**src/rtl/uart_frame_parser_pkg.sv**
```systemverilog
// Shared constants and state encoding for the UART command-frame parser.
package uart_frame_parser_pkg;

    localparam logic [7:0] SYNC_BYTE = 8'hA5;
    localparam logic [7:0] CMD_WRITE = 8'h01;
    localparam logic [7:0] CMD_PLAY  = 8'h02;
    localparam logic [7:0] CMD_STOP  = 8'h03;

    typedef enum logic [2:0] {
        S_IDLE,
        S_CMD,
        S_ADDR,
        S_DATA,
        S_CHK
    } parser_state_t;

    function automatic logic is_known_cmd(input logic [7:0] cmd);
        return (cmd == CMD_WRITE) || (cmd == CMD_PLAY) || (cmd == CMD_STOP);
    endfunction

endpackage

```
**src/rtl/uart_frame_parser_if.sv**
```systemverilog
// Byte-strobe input side and command/status output side of the frame parser.
interface uart_frame_parser_if #(
    parameter int ADDR_WIDTH = 4
);
    logic                  i_RX_DV;
    logic [7:0]            i_RX_Byte;
    logic                  o_Wr_En;
    logic [ADDR_WIDTH-1:0] o_Wr_Addr;
    logic [7:0]            o_Wr_Data;
    logic                  o_Play_Start;
    logic                  o_Play_Stop;
    logic                  o_Frame_Err;
    logic [7:0]            o_Err_Count;
    logic                  o_Busy;

    modport master (
        output i_RX_DV,
        output i_RX_Byte,
        input  o_Wr_En,
        input  o_Wr_Addr,
        input  o_Wr_Data,
        input  o_Play_Start,
        input  o_Play_Stop,
        input  o_Frame_Err,
        input  o_Err_Count,
        input  o_Busy
    );

    modport slave (
        input  i_RX_DV,
        input  i_RX_Byte,
        output o_Wr_En,
        output o_Wr_Addr,
        output o_Wr_Data,
        output o_Play_Start,
        output o_Play_Stop,
        output o_Frame_Err,
        output o_Err_Count,
        output o_Busy
    );

endinterface

```
**src/rtl/uart_frame_parser_frame_timeout.sv**
```systemverilog
// Clearable up-counter that saturates at TIMEOUT_CLKS and flags expiry while there.
module frame_timeout #(
    parameter int TIMEOUT_CLKS = 2_500_000
) (
    input  logic i_Clk,
    input  logic i_Rst_L,
    input  logic i_Clear,
    output logic o_Expired
);

    localparam int CNT_W = $clog2(TIMEOUT_CLKS + 1);
    localparam logic [CNT_W-1:0] LIMIT = CNT_W'(TIMEOUT_CLKS);

    logic [CNT_W-1:0] count;

    // Holding at the limit keeps the expiry flag up until the parser reacts and clears it.
    always_ff @(posedge i_Clk or negedge i_Rst_L) begin
        if (!i_Rst_L) begin
            count <= '0;
        end else if (i_Clear) begin
            count <= '0;
        end else if (count != LIMIT) begin
            count <= count + CNT_W'(1);
        end
    end

    assign o_Expired = (count == LIMIT);

endmodule

```
**src/rtl/uart_frame_parser.sv**
```systemverilog
// Validates 5-byte SYNC/CMD/ADDR/DATA/CHK frames and turns good ones into BRAM writes or playback pulses.
module uart_frame_parser
    import uart_frame_parser_pkg::*;
#(
    parameter int ADDR_WIDTH   = 4,
    parameter int TIMEOUT_CLKS = 2_500_000
) (
    input  logic                i_Clk,
    input  logic                i_Rst_L,
    uart_frame_parser_if.slave  bus
);

    localparam logic [7:0] ADDR_HI_MASK = 8'hFF << ADDR_WIDTH;

    parser_state_t state;
    parser_state_t state_next;

    logic [7:0] cmd_q;
    logic [7:0] addr_q;
    logic [7:0] data_q;
    logic [7:0] chk_q;

    logic timeout_clear;
    logic timeout_expired;
    logic frame_good;

    logic wr_next;
    logic start_next;
    logic stop_next;
    logic err_next;

    assign timeout_clear = bus.i_RX_DV || (state == S_IDLE);

    frame_timeout #(
        .TIMEOUT_CLKS (TIMEOUT_CLKS)
    ) u_frame_timeout (
        .i_Clk     (i_Clk),
        .i_Rst_L   (i_Rst_L),
        .i_Clear   (timeout_clear),
        .o_Expired (timeout_expired)
    );

    // Only meaningful while the CHK byte is on the bus; chk_q already folds in CMD^ADDR^DATA.
    assign frame_good = (chk_q == bus.i_RX_Byte)
                     && is_known_cmd(cmd_q)
                     && !((cmd_q == CMD_WRITE) && ((addr_q & ADDR_HI_MASK) != 8'h00));

    always_ff @(posedge i_Clk or negedge i_Rst_L) begin
        if (!i_Rst_L) begin
            state <= S_IDLE;
        end else begin
            state <= state_next;
        end
    end

    // A byte strobe always takes priority over a timeout landing in the same cycle.
    always_comb begin
        state_next = state;
        wr_next    = 1'b0;
        start_next = 1'b0;
        stop_next  = 1'b0;
        err_next   = 1'b0;

        if (bus.i_RX_DV) begin
            case (state)
                S_IDLE: begin
                    if (bus.i_RX_Byte == SYNC_BYTE) begin
                        state_next = S_CMD;
                    end
                end
                S_CMD:  state_next = S_ADDR;
                S_ADDR: state_next = S_DATA;
                S_DATA: state_next = S_CHK;
                S_CHK: begin
                    state_next = S_IDLE;
                    if (frame_good) begin
                        case (cmd_q)
                            CMD_WRITE: wr_next    = 1'b1;
                            CMD_PLAY:  start_next = 1'b1;
                            CMD_STOP:  stop_next  = 1'b1;
                            default:   err_next   = 1'b1;
                        endcase
                    end else begin
                        err_next = 1'b1;
                    end
                end
                default: state_next = S_IDLE;
            endcase
        end else if (timeout_expired && (state != S_IDLE)) begin
            state_next = S_IDLE;
            err_next   = 1'b1;
        end
    end

    always_ff @(posedge i_Clk or negedge i_Rst_L) begin
        if (!i_Rst_L) begin
            cmd_q  <= 8'h00;
            addr_q <= 8'h00;
            data_q <= 8'h00;
            chk_q  <= 8'h00;
        end else if (bus.i_RX_DV) begin
            case (state)
                S_CMD: begin
                    cmd_q <= bus.i_RX_Byte;
                    chk_q <= bus.i_RX_Byte;
                end
                S_ADDR: begin
                    addr_q <= bus.i_RX_Byte;
                    chk_q  <= chk_q ^ bus.i_RX_Byte;
                end
                S_DATA: begin
                    data_q <= bus.i_RX_Byte;
                    chk_q  <= chk_q ^ bus.i_RX_Byte;
                end
                default: ;
            endcase
        end
    end

    always_ff @(posedge i_Clk or negedge i_Rst_L) begin
        if (!i_Rst_L) begin
            bus.o_Wr_En      <= 1'b0;
            bus.o_Wr_Addr    <= '0;
            bus.o_Wr_Data    <= 8'h00;
            bus.o_Play_Start <= 1'b0;
            bus.o_Play_Stop  <= 1'b0;
            bus.o_Frame_Err  <= 1'b0;
            bus.o_Err_Count  <= 8'h00;
            bus.o_Busy       <= 1'b0;
        end else begin
            bus.o_Wr_En      <= wr_next;
            bus.o_Play_Start <= start_next;
            bus.o_Play_Stop  <= stop_next;
            bus.o_Frame_Err  <= err_next;
            bus.o_Busy       <= (state_next != S_IDLE);
            if (wr_next) begin
                bus.o_Wr_Addr <= addr_q[ADDR_WIDTH-1:0];
                bus.o_Wr_Data <= data_q;
            end
            if (err_next && (bus.o_Err_Count != 8'hFF)) begin
                bus.o_Err_Count <= bus.o_Err_Count + 8'd1;
            end
        end
    end

endmodule
```
**src/flat_wrapper.sv**
```systemverilog
// flat-port wrapper written by rule: the top's interface ports become plain ports
module uart_frame_parser_flat import uart_frame_parser_pkg::*;
#(
    parameter int ADDR_WIDTH   = 4,
    parameter int TIMEOUT_CLKS = 2_500_000
)
  (i_Clk, i_Rst_L, bus_i_RX_DV, bus_i_RX_Byte, bus_o_Wr_En, bus_o_Wr_Addr, bus_o_Wr_Data, bus_o_Play_Start, bus_o_Play_Stop, bus_o_Frame_Err, bus_o_Err_Count, bus_o_Busy);
  uart_frame_parser_if #(.ADDR_WIDTH(ADDR_WIDTH)) bus_i ();
  input  logic i_Clk;
  input  logic i_Rst_L;
  input wire logic [$bits(bus_i.i_RX_DV)-1:0] bus_i_RX_DV;
  input wire logic [$bits(bus_i.i_RX_Byte)-1:0] bus_i_RX_Byte;
  output wire logic [$bits(bus_i.o_Wr_En)-1:0] bus_o_Wr_En;
  output wire logic [$bits(bus_i.o_Wr_Addr)-1:0] bus_o_Wr_Addr;
  output wire logic [$bits(bus_i.o_Wr_Data)-1:0] bus_o_Wr_Data;
  output wire logic [$bits(bus_i.o_Play_Start)-1:0] bus_o_Play_Start;
  output wire logic [$bits(bus_i.o_Play_Stop)-1:0] bus_o_Play_Stop;
  output wire logic [$bits(bus_i.o_Frame_Err)-1:0] bus_o_Frame_Err;
  output wire logic [$bits(bus_i.o_Err_Count)-1:0] bus_o_Err_Count;
  output wire logic [$bits(bus_i.o_Busy)-1:0] bus_o_Busy;
  assign bus_i.i_RX_DV = bus_i_RX_DV;
  assign bus_i.i_RX_Byte = bus_i_RX_Byte;
  assign bus_o_Wr_En = bus_i.o_Wr_En;
  assign bus_o_Wr_Addr = bus_i.o_Wr_Addr;
  assign bus_o_Wr_Data = bus_i.o_Wr_Data;
  assign bus_o_Play_Start = bus_i.o_Play_Start;
  assign bus_o_Play_Stop = bus_i.o_Play_Stop;
  assign bus_o_Frame_Err = bus_i.o_Frame_Err;
  assign bus_o_Err_Count = bus_i.o_Err_Count;
  assign bus_o_Busy = bus_i.o_Busy;
  uart_frame_parser #(.ADDR_WIDTH(ADDR_WIDTH), .TIMEOUT_CLKS(TIMEOUT_CLKS)) u_core (.i_Clk(i_Clk), .i_Rst_L(i_Rst_L), .bus(bus_i));
endmodule
```
**config.mk**
```make
export PLATFORM = sky130hd
export DESIGN_NAME = uart_frame_parser_flat
export DESIGN_NICKNAME = d
export VERILOG_FILES = /design/src/rtl/uart_frame_parser_pkg.sv /design/src/rtl/uart_frame_parser_if.sv /design/src/rtl/uart_frame_parser_frame_timeout.sv /design/src/rtl/uart_frame_parser.sv /design/src/flat_wrapper.sv
export SDC_FILE = /design/constraint.sdc
export NUM_CORES = 1
export LEC_CHECK = 0
export ABC_AREA = 0
export CORE_ASPECT_RATIO = 1.4
export CORE_UTILIZATION = 49
export DETAILED_ROUTE_END_ITERATION = 7
export PLACE_DENSITY = 0.7
export SLEW_MARGIN = 20
export SYNTH_ARGS = -nofsm -noshare
export SYNTH_HDL_FRONTEND = slang
export SYNTH_SLANG_ARGS = --single-unit
export TNS_END_PERCENT = 30
```
**constraint.sdc**
```tcl
create_clock -name i_Clk -period 5.34 [get_ports i_Clk]
set_clock_uncertainty 0.15 [all_clocks]
set_input_delay 1.602 -clock i_Clk [delete_from_list [all_inputs] [get_ports i_Clk]]
set_output_delay 1.602 -clock i_Clk [all_outputs]
set_load 0.005 [all_outputs]
```
==> results.txt, run 1 <==
The worst setup path is captured at a flip-flop. Total power for the finished layout comes to 1.75 mW. Once detail routing completed, the nets flagged for antenna violations numbered 0. Counting the buffers created by CTS gives 9.

The signal on the critical path passes through clkdlybuf4s50_1, xnor2_1, nand4_1, nor4_4, nand4b_2, mux2_4. The critical path starts at bus_i_RX_Byte[7]. The count of input and output buffers is 35. TritonCTS built the clock tree. For the synthesized netlist net count, the log shows 334. The top achievable clock speed was 262 MHz; the final sum of negative setup slack was 0 ps.

For this design the top-level I/O count stands at 36. Averaged over all synthesized cells, the footprint is 11.9 um2. Entering global routing, the biggest net connects 83 pins. The congestion estimate from routability-driven global placement came to 0.768.

STA puts the critical path data required time at 5440 ps. For the pin with the worst max-slew slack, the measured transition is 992 ps. The period utilization was 71.4%; the number of global-route vias before repair was 2590. In this run the static leakage power is 1.91 nW. The first routing iteration left 62 violations. Highest fanout seen on the critical path: 13. For the post-synthesis sequential area ratio, the log shows 53.8%. Synthesis handed over a netlist of 320 instances. In this run the cell area measured after placement is 4250 um2. Depth of the CTS H-tree: 3. Grouping stages by cell kind, the critical path spends the most delay in simple AND/OR/NAND/NOR gates. During synthesis, Yosys emitted a total of 0 warnings. Counting every sink on the clock net gives 82. Per report_power, the sequential group accounts for 50.8% of the total. The tools report the full die area as 8150 um2. The routed wire length per instance is 15.1 um, and the net switching power figure is 0.546 mW. The slowest cell on the critical path is sky130_fd_sc_hd__clkdlybuf4s50_1.

0 antenna diodes ended up in the layout. The height of the chip is 106 um, and the number of hold-repair buffers added at the cts stage is 0. The category of the worst setup path launch point was an input port.

The die span in x came out at 76.6 um. The via density per instance came out at 5.39. The root buffer selected by CTS is sky130_fd_sc_hd__clkbuf_8.

The path class of the tightest hold or removal check is flip-flop to flip-flop. The aggregate global routing overflow came out at 0. The mapped netlist covers 3810 um2. VDD sags by at most 0.150 mV.

The logs give 33.7% for the headroom to the max-slew limit and 372 for the final net count. The net switching share of the total power is 31.3%. The startpoint identified for the worst register-to-register timing path is u_core.cmd_q[5]. The initial core utilization was 51.2%; the first-pass GRT wire length was 12100 um. In this run, the clock network consumes 26.3% of the power. The proportion of power drawn by combinational gates is 22.9%. The library cells used most frequently in the layout, excluding fill and tap cells, are 82 x sky130_fd_sc_hd__dfrtp_1, 34 x sky130_fd_sc_hd__clkdlybuf4s50_1, 30 x sky130_fd_sc_hd__nor2_1, 28 x sky130_fd_sc_hd__mux2_2, 23 x sky130_fd_sc_hd__a21oi_1.

The critical path's largest stage delay works out to 620 ps. The worst path needs 3810 ps of the cycle, external delays included. Cells fill 59.8% of the core in the end.

Area of the core region: 7450 um2. Category of the most critical setup path: input port to flip-flop. The logs give 2479 for the number of vias after detailed routing and 0 for the number of max-slew violations in the final report. The tools report the internal portion of total power as 1.20 mW.

The number of buffers and inverters on the critical path was 1. The clock insertion delay at the later pin of the skew report is 360 ps. The first TritonRoute pass finished after 4 iterations. The number of setup buffers added after CTS is 0.

The count of unique library cells instantiated by Yosys is 45. The number of rows created at floorplan was 37; the post-route standard cell area excluding fillers was 4460 um2. The tool flagged a number of max-cap violations equal to 0. The tools report the total count of hold-check failures in the final report as 0.

Leaving out fill and tap cells, the most frequent cell in the layout is sky130_fd_sc_hd__dfrtp_1. The relative area change from synthesis to final layout was 16.8%. The clock-pin slew of the registers on the worst-case setup and hold paths was 90 ps; the fraction of layout instances using a drive strength above 1 was 20.1%. The wire-length estimate of the detail-placed layout is 4870 um.

The run gives 0 as the initial antenna violation count. Setup repair after global routing left no endpoint under its margin. Setup violations remaining at the end of the flow were counted as 0. Data arrives at the worst endpoint at 3910 ps.

The total routing usage reported by global routing was 19.4%. The flow ran to the end, and the final reports show no timing, DRC or antenna violations. The power per unit of standard cell area was 392 nW/um2; the quantity of gates resized following cts was 0. The number of storage elements in the synthesis netlist works out to 82. For the wire length reported by the detailed router, the log shows 6960 um.

The worst hold path begins at u_core.data_q[7]. Number of remaining DRC errors: 0. Maximum root-to-sink buffer count: 2.
state kept, by name, indices dropped and copies added, names as in the netlist, 3 cells and up:
register and flops:
u_core.bus.o_Wr_Addr 4, u_core.addr_q 8, u_core.chk_q 8, u_core.bus.o_Wr_Data 8, u_core.cmd_q 8, u_core.data_q 8
u_core.u_frame_timeout.count 22, u_core.bus.o_Err_Count 8, u_core.state 3
cell type report:
class / count / area, um2
Multi-Input combinational cell: 224 / 1700
Sequential cell: 82 / 2050
Inverter: 4 / 15.0
Timing Repair Buffer: 37 / 367
Fill cell: 625 / 3000
Clock inverter: 7 / 77.6
Tap cell: 97 / 121
Clock buffer: 9 / 124
kinds of logic (layout without fill, tap and decap cells):
family | Yosys count | in the layout | synth area share (%)
mux | 39 | 39 | 12.6
simple gates | 111 | 111 | 17.9
buf+inv | 14 | 57 | 1.67
flops | 82 | 82 | 53.8
fa+ha+maj | 3 | 3 | 0.984
xor+xnor | 32 | 32 | 7.35
compound gates | 39 | 39 | 5.74
metal layers:
layer | GRT usage (%) | share of wire (%) | up-vias
met5 | 0 | 0 | -
met4 | 8.79 | 1.8 | 0
met3 | 5.06 | 2.6 | 10
met2 | 33.3 | 52 | 38
met1 | 22.5 | 43 | 1218
li1 | - | - | 1213
synthesized netlist by cell type (all sizes together):
cell	n	share of area [%]
ha	3	0.98
or2	1	0.16
a21oi	23	3.0
nand4b	1	0.39
nand4	14	2.7
nor3b	2	0.52
nor2	30	3.0
a31oi	2	0.33
nand2b	3	0.69
o21ai	11	1.4
xnor2	17	3.9
nor4	6	2.1
or3	1	0.16
buf	4	0.69
a41oi	1	0.23
nor2b	2	0.33
o22ai	1	0.52
and2	2	0.33
mux2	39	13
nor3	3	0.52
nand3b	1	0.20
clkbuf	6	0.59
nand2	15	1.5
dfrtp	82	54
and3	6	1.0
a21o	1	0.20
xor2	15	3.4
nor4bb	2	0.52
and4	2	0.49
nand3	19	3.0
inv	4	0.39
nand4bb	1	0.30
stage by stage:
stage / hold WS, ps / setup WS (ps) / std cells
floorplan: 317 / 2160 / 320
global placement: 334 / 1200 / 444
detailed placement: 337 / 1120 / 444
CTS: 358 / 1520 / 460
global route: 373 / 1390 / 460
finish: 349 / 1530 / 460
final timing paths:
| path | endpoint | slack (ps) | depth (start not counted) |
|---|---|---|---|
| worst max-delay path | u_core.bus.o_Wr_Data[2] | 1530 | 6 |
| worst min-delay path | u_core.bus.o_Wr_Data[7] | 350 | 1 |
| worst max register to register | u_core.bus.o_Wr_Data[2] | 2820 | 5 |
| worst min register to register | u_core.bus.o_Wr_Data[7] | 350 | 1 |
| max in group asynchronous | u_core.bus.o_Frame_Err | 3410 | 1 |
| min in group asynchronous | u_core.bus.o_Wr_En | 1100 | 1 |
power groups by stage:
stage | Combinational (mW) | Sequential (mW) | Clock, mW
final | 0.401 | 0.887 | 0.459
after global routing | 0.453 | 0.907 | 0.497
after global placement | 0.393 | 0.892 | 0
after floorplan | 0.310 | 0.865 | 0
after CTS | 0.410 | 0.886 | 0.476
after detailed placement | 0.407 | 0.899 | 0
No activity file was read; power rests on OpenSTA's default activity.
==> inputs of run 2 (changes only) <==
- PLACE_DENSITY: 0.7 -> 0.73
- clock period: 5.34 -> 3.5 ns (I/O delays scaled with it)
==> results.txt, run 2 (synthesis results as in run 1) <==
The tools report the final sum of negative setup slack as 0 ps (unchanged). The logs give 360 ps (about the same) for the clock insertion delay at the later pin of the skew report and 2.63 mW (was 1.75 mW) for the total power draw. The maximum root-to-sink buffer count is 2 (unchanged).

Category of the most critical setup path: input port to flip-flop (unchanged). The number of vias after detailed routing was 2534 (was 2479); the fraction of power consumed by sequential logic was 51.9% (was 50.8%). The count of input and output buffers was 35 (unchanged); the total routing usage reported by global routing was 19.6% (was 19.4%). The root buffer selected by CTS was sky130_fd_sc_hd__clkbuf_8 (unchanged). The critical path capture point type was a flip-flop (unchanged). The count of maximum capacitance violations is 0 (unchanged).

Leakage power: 1.96 nW (was 1.91 nW). The logs give 0 (unchanged) for the number of remaining DRC errors and 0 (unchanged) for the total count of hold-check failures in the final report. The class of the tightest hold or removal check is flip-flop to flip-flop (unchanged). The number of sinks driven by the clock tree is 82 (unchanged), and the fraction of layout instances using a drive strength above 1 is 22.4% (was 20.1%). The relative area change from synthesis to final layout works out to 19.1% (was 16.8%). The highest fanout seen on the critical path came out at 10 (was 13). The run gives 0 (unchanged) as the number of hold-repair buffers added at the cts stage.

Setup repair after global routing left no endpoint under its margin. The net switching share of the total power is 32.3% (was 31.3%), and the hold slack is 351 ps (was 349 ps). The leading cell type in the layout, fill and taps excluded was sky130_fd_sc_hd__dfrtp_1 (unchanged). The required time reported for the critical path endpoint came out at 3580 ps (was 5440 ps).

The die span in x is 76.6 um (unchanged), and the net switching power figure is 0.849 mW (was 0.546 mW). The tools report the TritonCTS buffer count as 9 (unchanged). The logs give 54 (was 83) for the maximum number of pins on one net before global-route repair and 0 (unchanged) for the quantity of gates resized following cts. The antenna diode count was 0 (unchanged).

The count of TritonRoute iterations in the first routing pass was 4 (unchanged); the iteration-0 DRC count of the detailed router was 138 (was 62). The sum of net half-perimeters after detailed placement was 5110 um (was 4870 um); the post-layout utilization of the core was 61.0% (was 59.8%). The number of setup buffers added after CTS is 0 (unchanged). The via density per instance was 5.37 (was 5.39). The actual transition at the worst max-transition pin was 666 ps (was 992 ps); the number of flip-flops under the largest register name was 22 (unchanged). The clock-pin slew of the registers on the worst-case setup and hold paths is 100 ps (was 90 ps). The proportion of power drawn by combinational gates was 24.1% (was 22.9%); the clock group share of total power was 24.1% (was 26.3%). The tools report the initial antenna violation count as 0 (unchanged).

The height of the chip is 106 um (unchanged), and the largest voltage drop on the vdd net is 0.246 mV (was 0.150 mV). The routed wire length per instance was 15.2 um (was 15.1 um). The period utilization is 83.5%. Wire length reported by the detailed router: 7170 um (was 6960 um). Most frequent cells in the layout: 82 x sky130_fd_sc_hd__dfrtp_1, 34 x sky130_fd_sc_hd__clkdlybuf4s50_1, 30 x sky130_fd_sc_hd__nor2_1, 28 x sky130_fd_sc_hd__mux2_2, 23 x sky130_fd_sc_hd__a21oi_1 (unchanged). Number of rows created at floorplan: 37 (unchanged). The signal arrival time at the worst endpoint was 3010 ps (was 3910 ps); the power per unit of standard cell area was 578 nW/um2 (was 392 nW/um2). The internal portion of total power is 1.78 mW (was 1.20 mW), and the worst-case setup margin in the final layout is 576 ps (was 1530 ps).

For the final weighted congestion of routability-driven global placement, the log shows 0.786 (was 0.768). The flow ran to the end, and the final reports show no timing, DRC or antenna violations. For the number of max-slew violations in the final report, the log shows 0 (unchanged). The depth of the CTS H-tree came out at 3 (unchanged). Largest register by flop count: u_core.u_frame_timeout.count (unchanged). The aggregate global routing overflow was 0 (unchanged); the top achievable clock speed was 342 MHz. The category of the worst setup path launch point was an input port (unchanged). The clock period minus final worst setup slack works out to 2920 ps. The number of top-level pins was 36 (unchanged); the initial core utilization was 51.2% (unchanged). The logs give 2634 (was 2590) for the number of global-route vias before repair and 586 (was 625) for the number of fillers in the final layout. The final net count was 384 (was 372); the post-placement setup slack was 186 ps (was 1120 ps). For the remaining number of nets flagged by the antenna check after routing, the log shows 0 (unchanged). TritonCTS built the clock tree. Area of the core region: 7450 um2 (unchanged). The total setup violations reported at the end of the flow was 0 (unchanged). The tools report the full die area as 8150 um2 (unchanged). The headroom to the max-slew limit came out at 55.6% (was 33.7%).

The tools report the first-pass GRT wire length as 12500 um (was 12100 um).
-- run 2: path summary, 6_finish.rpt --
check                                                start                        end  slack, ps  cells after the start
hold reg to reg                           u_core.data_q[1]    u_core.bus.o_Wr_Data[1]        350                      1
setup / recovery                          bus_i_RX_Byte[5]  u_core.bus.o_Err_Count[1]        580                      7
min in group asynchronous                          i_Rst_L           u_core.data_q[5]        550                      1
hold / removal                            u_core.data_q[1]    u_core.bus.o_Wr_Data[1]        350                      1
setup reg to reg           u_core.u_frame_timeout.count[1]  u_core.bus.o_Err_Count[1]       1140                      8
max in group asynchronous                          i_Rst_L            u_core.state[1]       2020                      2
-- run 2: routing by layer --
metal	global-route usage, %	vias to the layer above	wire, um
met5	0	-	0
met4	6.18	0	84
met3	4.21	8	178
met2	34.6	37	3720
met1	23.8	1263	3180
li1	-	1226	-
-- run 2: through the flow --
| step | cell area (um2) | cells |
|---|---|---|
| detailed placement | 4370 | 456 |
| global route | 4540 | 472 |
| floorplan | 3810 | 320 |
| CTS | 4540 | 472 |
| finish | 4540 | 472 |
| global placement | 4370 | 456 |
-- run 2: power groups by stage --
stage	logic (mW)	clock network, mW	registers, mW
finish	0.632	0.632	1.36
global route	0.709	0.680	1.39
CTS	0.642	0.645	1.36
detailed placement	0.640	0	1.38
global placement	0.612	0	1.36
floorplan	0.473	0	1.32
-- run 2: area by class of cell --
cell class                 count  area [um2]  share of cell area, %
clock buffer                  10         128                   2.81
sequential                    82        2050                   45.2
tap                           97         121                   2.67
timing repair buffer          49         478                   10.5
multi-input combinational    224        1700                   37.4
clock inverter                 6        50.0                   1.10
inverter                       4        15.0                  0.330
-- run 2: critical path, cell delays in order --
cell,delay (ps)
sky130_fd_sc_hd__clkdlybuf4s50_1,440
sky130_fd_sc_hd__xnor2_1,210
sky130_fd_sc_hd__nand4_1,250
sky130_fd_sc_hd__nor4_2,430
sky130_fd_sc_hd__o22ai_4,200
sky130_fd_sc_hd__nand2_2,120
sky130_fd_sc_hd__mux2_4,300
==> inputs of run 3 (changes only) <==
- clock period: 3.5 -> 2.5 ns (I/O delays scaled with it)
==> results.txt, run 3 (synthesis results as in run 1) <==
For the sum of net half-perimeters after detailed placement, the log shows 5530 um (was 5110 um). Launch point of the worst path: bus_i_RX_Byte[4] (was bus_i_RX_Byte[5]). The tools report the number of fillers in the final layout as 554 (was 586).

Leading cell type in the layout, fill and taps excluded: sky130_fd_sc_hd__dfrtp_1 (unchanged). The worst reg2reg path depth works out to 7 (was 8). Height of the chip: 106 um (unchanged). The post-place instance area was 4500 um2 (was 4370 um2); the total power draw was 3.90 mW (was 2.63 mW). The logs give 0 (unchanged) for the antenna diode count and 0 ps (unchanged) for the final sum of negative setup slack.

The root buffer selected by CTS is sky130_fd_sc_hd__clkbuf_8 (unchanged). The power per unit of standard cell area was 812 nW/um2 (was 578 nW/um2); the number of rows created at floorplan was 37 (unchanged). The count of input and output buffers is 35 (unchanged). For the iteration-0 DRC count of the detailed router, the log shows 126 (was 138). The fraction of layout instances using a drive strength above 1 is 27.4% (was 22.4%), and the largest voltage drop on the vdd net is 0.390 mV (was 0.246 mV). The logs give 2670 (was 2534) for the number of vias after detailed routing and 2 (unchanged) for the maximum root-to-sink buffer count. The total routing usage reported by global routing was 21.2% (was 19.6%). The tools report the full die area as 8150 um2 (unchanged). The cell count along the critical path was 8 (was 7); the number of top-level pins was 36 (unchanged). For the number of max-slew violations in the final report, the log shows 0 (unchanged). The die span in x is 76.6 um (unchanged).

The endpoint of the lowest-slack register-to-register path was u_core.bus.o_Wr_Data[1] (was u_core.bus.o_Err_Count[1]). The first-pass GRT wire length was 13100 um (was 12500 um). The tools report the critical path capture point type as a flip-flop (unchanged). Headroom to the max-slew limit: 73.6% (was 55.6%).

The endpoint of the most critical setup path is u_core.bus.o_Wr_Data[1] (was u_core.bus.o_Err_Count[1]). Number of flip-flops under the largest register name: 22 (unchanged). The hold slack was 160 ps (was 351 ps).

After layout, the worst path uses 98.6% of the clock period. The highest fanout seen on the critical path is 7 (was 10). Count of TritonRoute iterations in the first routing pass: 4 (unchanged). The clock insertion delay at the later pin of the skew report is 360 ps (about the same). The number of remaining DRC errors is 0 (unchanged). Via density per instance: 5.44 (was 5.37). The relative area change from synthesis to final layout came out at 25.9% (was 19.1%). The register-to-register path setup slack is 130 ps (was 1140 ps), and the required time reported for the critical path endpoint is 2590 ps (was 3580 ps). The run finished with clean final reports. The logs give 82 (unchanged) for the number of sinks driven by the clock tree and 9 (unchanged) for the TritonCTS buffer count.

The initial antenna violation count came out at 0 (unchanged). For the total count of hold-check failures in the final report, the log shows 0 (unchanged). Largest register by flop count: u_core.u_frame_timeout.count (unchanged). The total setup violations reported at the end of the flow was 0 (unchanged); the remaining number of nets flagged by the antenna check after routing was 0 (unchanged). The number of buffers and inverters on the critical path is 3 (was 1). Category of the most critical setup path: input port to flip-flop (unchanged).

The tools report the depth of the CTS H-tree as 3 (unchanged). Worst path cell trace: dlygate4sd2_1, xnor2_1, nand4_1, buf_4, nor4_4, nand4b_4, buf_12, mux2_4 (was clkdlybuf4s50_1, xnor2_1, nand4_1, nor4_2, o22ai_4, nand2_2, mux2_4). The tools report the post-placement setup slack as -563 ps (was 186 ps). For the final net count, the log shows 404 (was 384). The top achievable clock speed was 406 MHz; the count of maximum capacitance violations was 0 (unchanged). Most frequent cells in the layout: 82 x sky130_fd_sc_hd__dfrtp_1, 30 x sky130_fd_sc_hd__nor2_1, 29 x sky130_fd_sc_hd__buf_4, 28 x sky130_fd_sc_hd__mux2_2, 28 x sky130_fd_sc_hd__clkdlybuf4s50_1 (was 82 x sky130_fd_sc_hd__dfrtp_1, 34 x sky130_fd_sc_hd__clkdlybuf4s50_1, 30 x sky130_fd_sc_hd__nor2_1, 28 x sky130_fd_sc_hd__mux2_2, 23 x sky130_fd_sc_hd__a21oi_1). The actual transition at the worst max-transition pin is 393 ps (was 666 ps), and the initial core utilization is 51.2% (unchanged). The routed wire length per instance is 15.9 um (was 15.2 um), and the wire length reported by the detailed router is 7800 um (was 7170 um). For the maximum number of pins on one net before global-route repair, the log shows 31 (was 54). The total instance count after detailed placement was 470 (was 456). The dominant delay contributor by cell family on the critical path is buffers and inverters (was simple AND/OR/NAND/NOR gates).

The clock-pin slew of the registers on the worst-case setup and hold paths was 80 ps (was 100 ps); the clock period minus final worst setup slack was 2460 ps. Class of the tightest hold or removal check: input port to asynchronous set/reset pin (was flip-flop to flip-flop). The tools report the leakage power as 2.14 nW (was 1.96 nW). The worst-case setup margin in the final layout was 35.3 ps (was 576 ps). The aggregate global routing overflow was 0 (unchanged); the number of global-route vias before repair was 2742 (was 2634). Category of the worst setup path launch point: an input port (unchanged). The tools report the area of the core region as 7450 um2 (unchanged).

The critical path's largest stage delay came out at 290 ps (was 440 ps). The slowest cell on the critical path was sky130_fd_sc_hd__mux2_4 (was sky130_fd_sc_hd__clkdlybuf4s50_1). The signal arrival time at the worst endpoint was 2550 ps (was 3010 ps). Number of non-filler instances in the completed layout: 491 (was 472). The post-layout utilization of the core was 64.4% (was 61.0%). Number of hold-repair buffers added at the cts stage: 0 (unchanged). The logs give 4800 um2 (was 4540 um2) for the post-route standard cell area excluding fillers and 0.794 (was 0.786) for the final weighted congestion of routability-driven global placement.

The beginning of the worst register-to-register path was u_core.cmd_q[5] (was u_core.u_frame_timeout.count[1]). TritonCTS built the clock tree.
-- run 3: report_power, final --
part / internal (mW) / switching (mW) / total, mW / leakage (nW)
Clock: 0.486 / 0.478 / 0.964 / 0.0994
Sequential: 1.64 / 0.283 / 1.92 / 1.08
Combinational: 0.564 / 0.449 / 1.01 / 0.955
Total: 2.69 / 1.21 / 3.90 / 2.14
-- run 3: cell type report --
cell class              instances  area, um2  share of cell area, %
inverters                       4       15.0                  0.313
repair buffers                 69        667                   13.9
clock inverters                 4       52.6                   1.09
multi-input cells             224       1750                   36.5
clock buffers                  11        141                   2.94
well taps                      97        121                   2.53
flip-flops and latches         82       2050                   42.7
-- run 3: how the worst min path moves through the flow --
stage                                    to  slack (ps)  depth (start not counted)
global placement    u_core.bus.o_Wr_Data[0]         330                          1
detailed placement  u_core.bus.o_Wr_Addr[2]         340                          1
finish              u_core.bus.o_Wr_Data[7]         160                          1
global route        u_core.bus.o_Wr_Data[6]         170                          1
CTS                 u_core.bus.o_Wr_Data[7]         160                          1
floorplan                  u_core.addr_q[0]         300                          0
-- run 3: what timing repair did --
| item | 4_1_cts | 5_1_grt |
|---|---|---|
| pin swaps | 10 | 6 |
| endpoints found under the hold margin | 0 | 0 |
| cloned | 1 | 0 |
| gates resized for setup | 12 | 6 |
| setup endpoints to repair | 16 | 16 |
| setup buffers | 3 | 2 |
-- run 3: worst reg2reg max path, stage by stage, from the launching register on --
cell and delay [ps]:
sky130_fd_sc_hd__dfrtp_1 410, sky130_fd_sc_hd__nor4_2 300, sky130_fd_sc_hd__nand4_1 220, sky130_fd_sc_hd__buf_4 210
sky130_fd_sc_hd__nor4_4 280, sky130_fd_sc_hd__nand4b_4 190, sky130_fd_sc_hd__buf_12 200, sky130_fd_sc_hd__mux2_4 300
-- run 3: per-layer routing --
metal / up-vias / wire length (um) / track usage [%] / part of all wire, %
met2: 45 / 4300 / 37.3 / 55
met3: 14 / 213 / 5.06 / 2.7
met1: 1331 / 3130 / 23.9 / 40
li1: 1280 / - / - / -
met4: 0 / 161 / 10.0 / 2.1
met5: - / 0 / 0 / 0
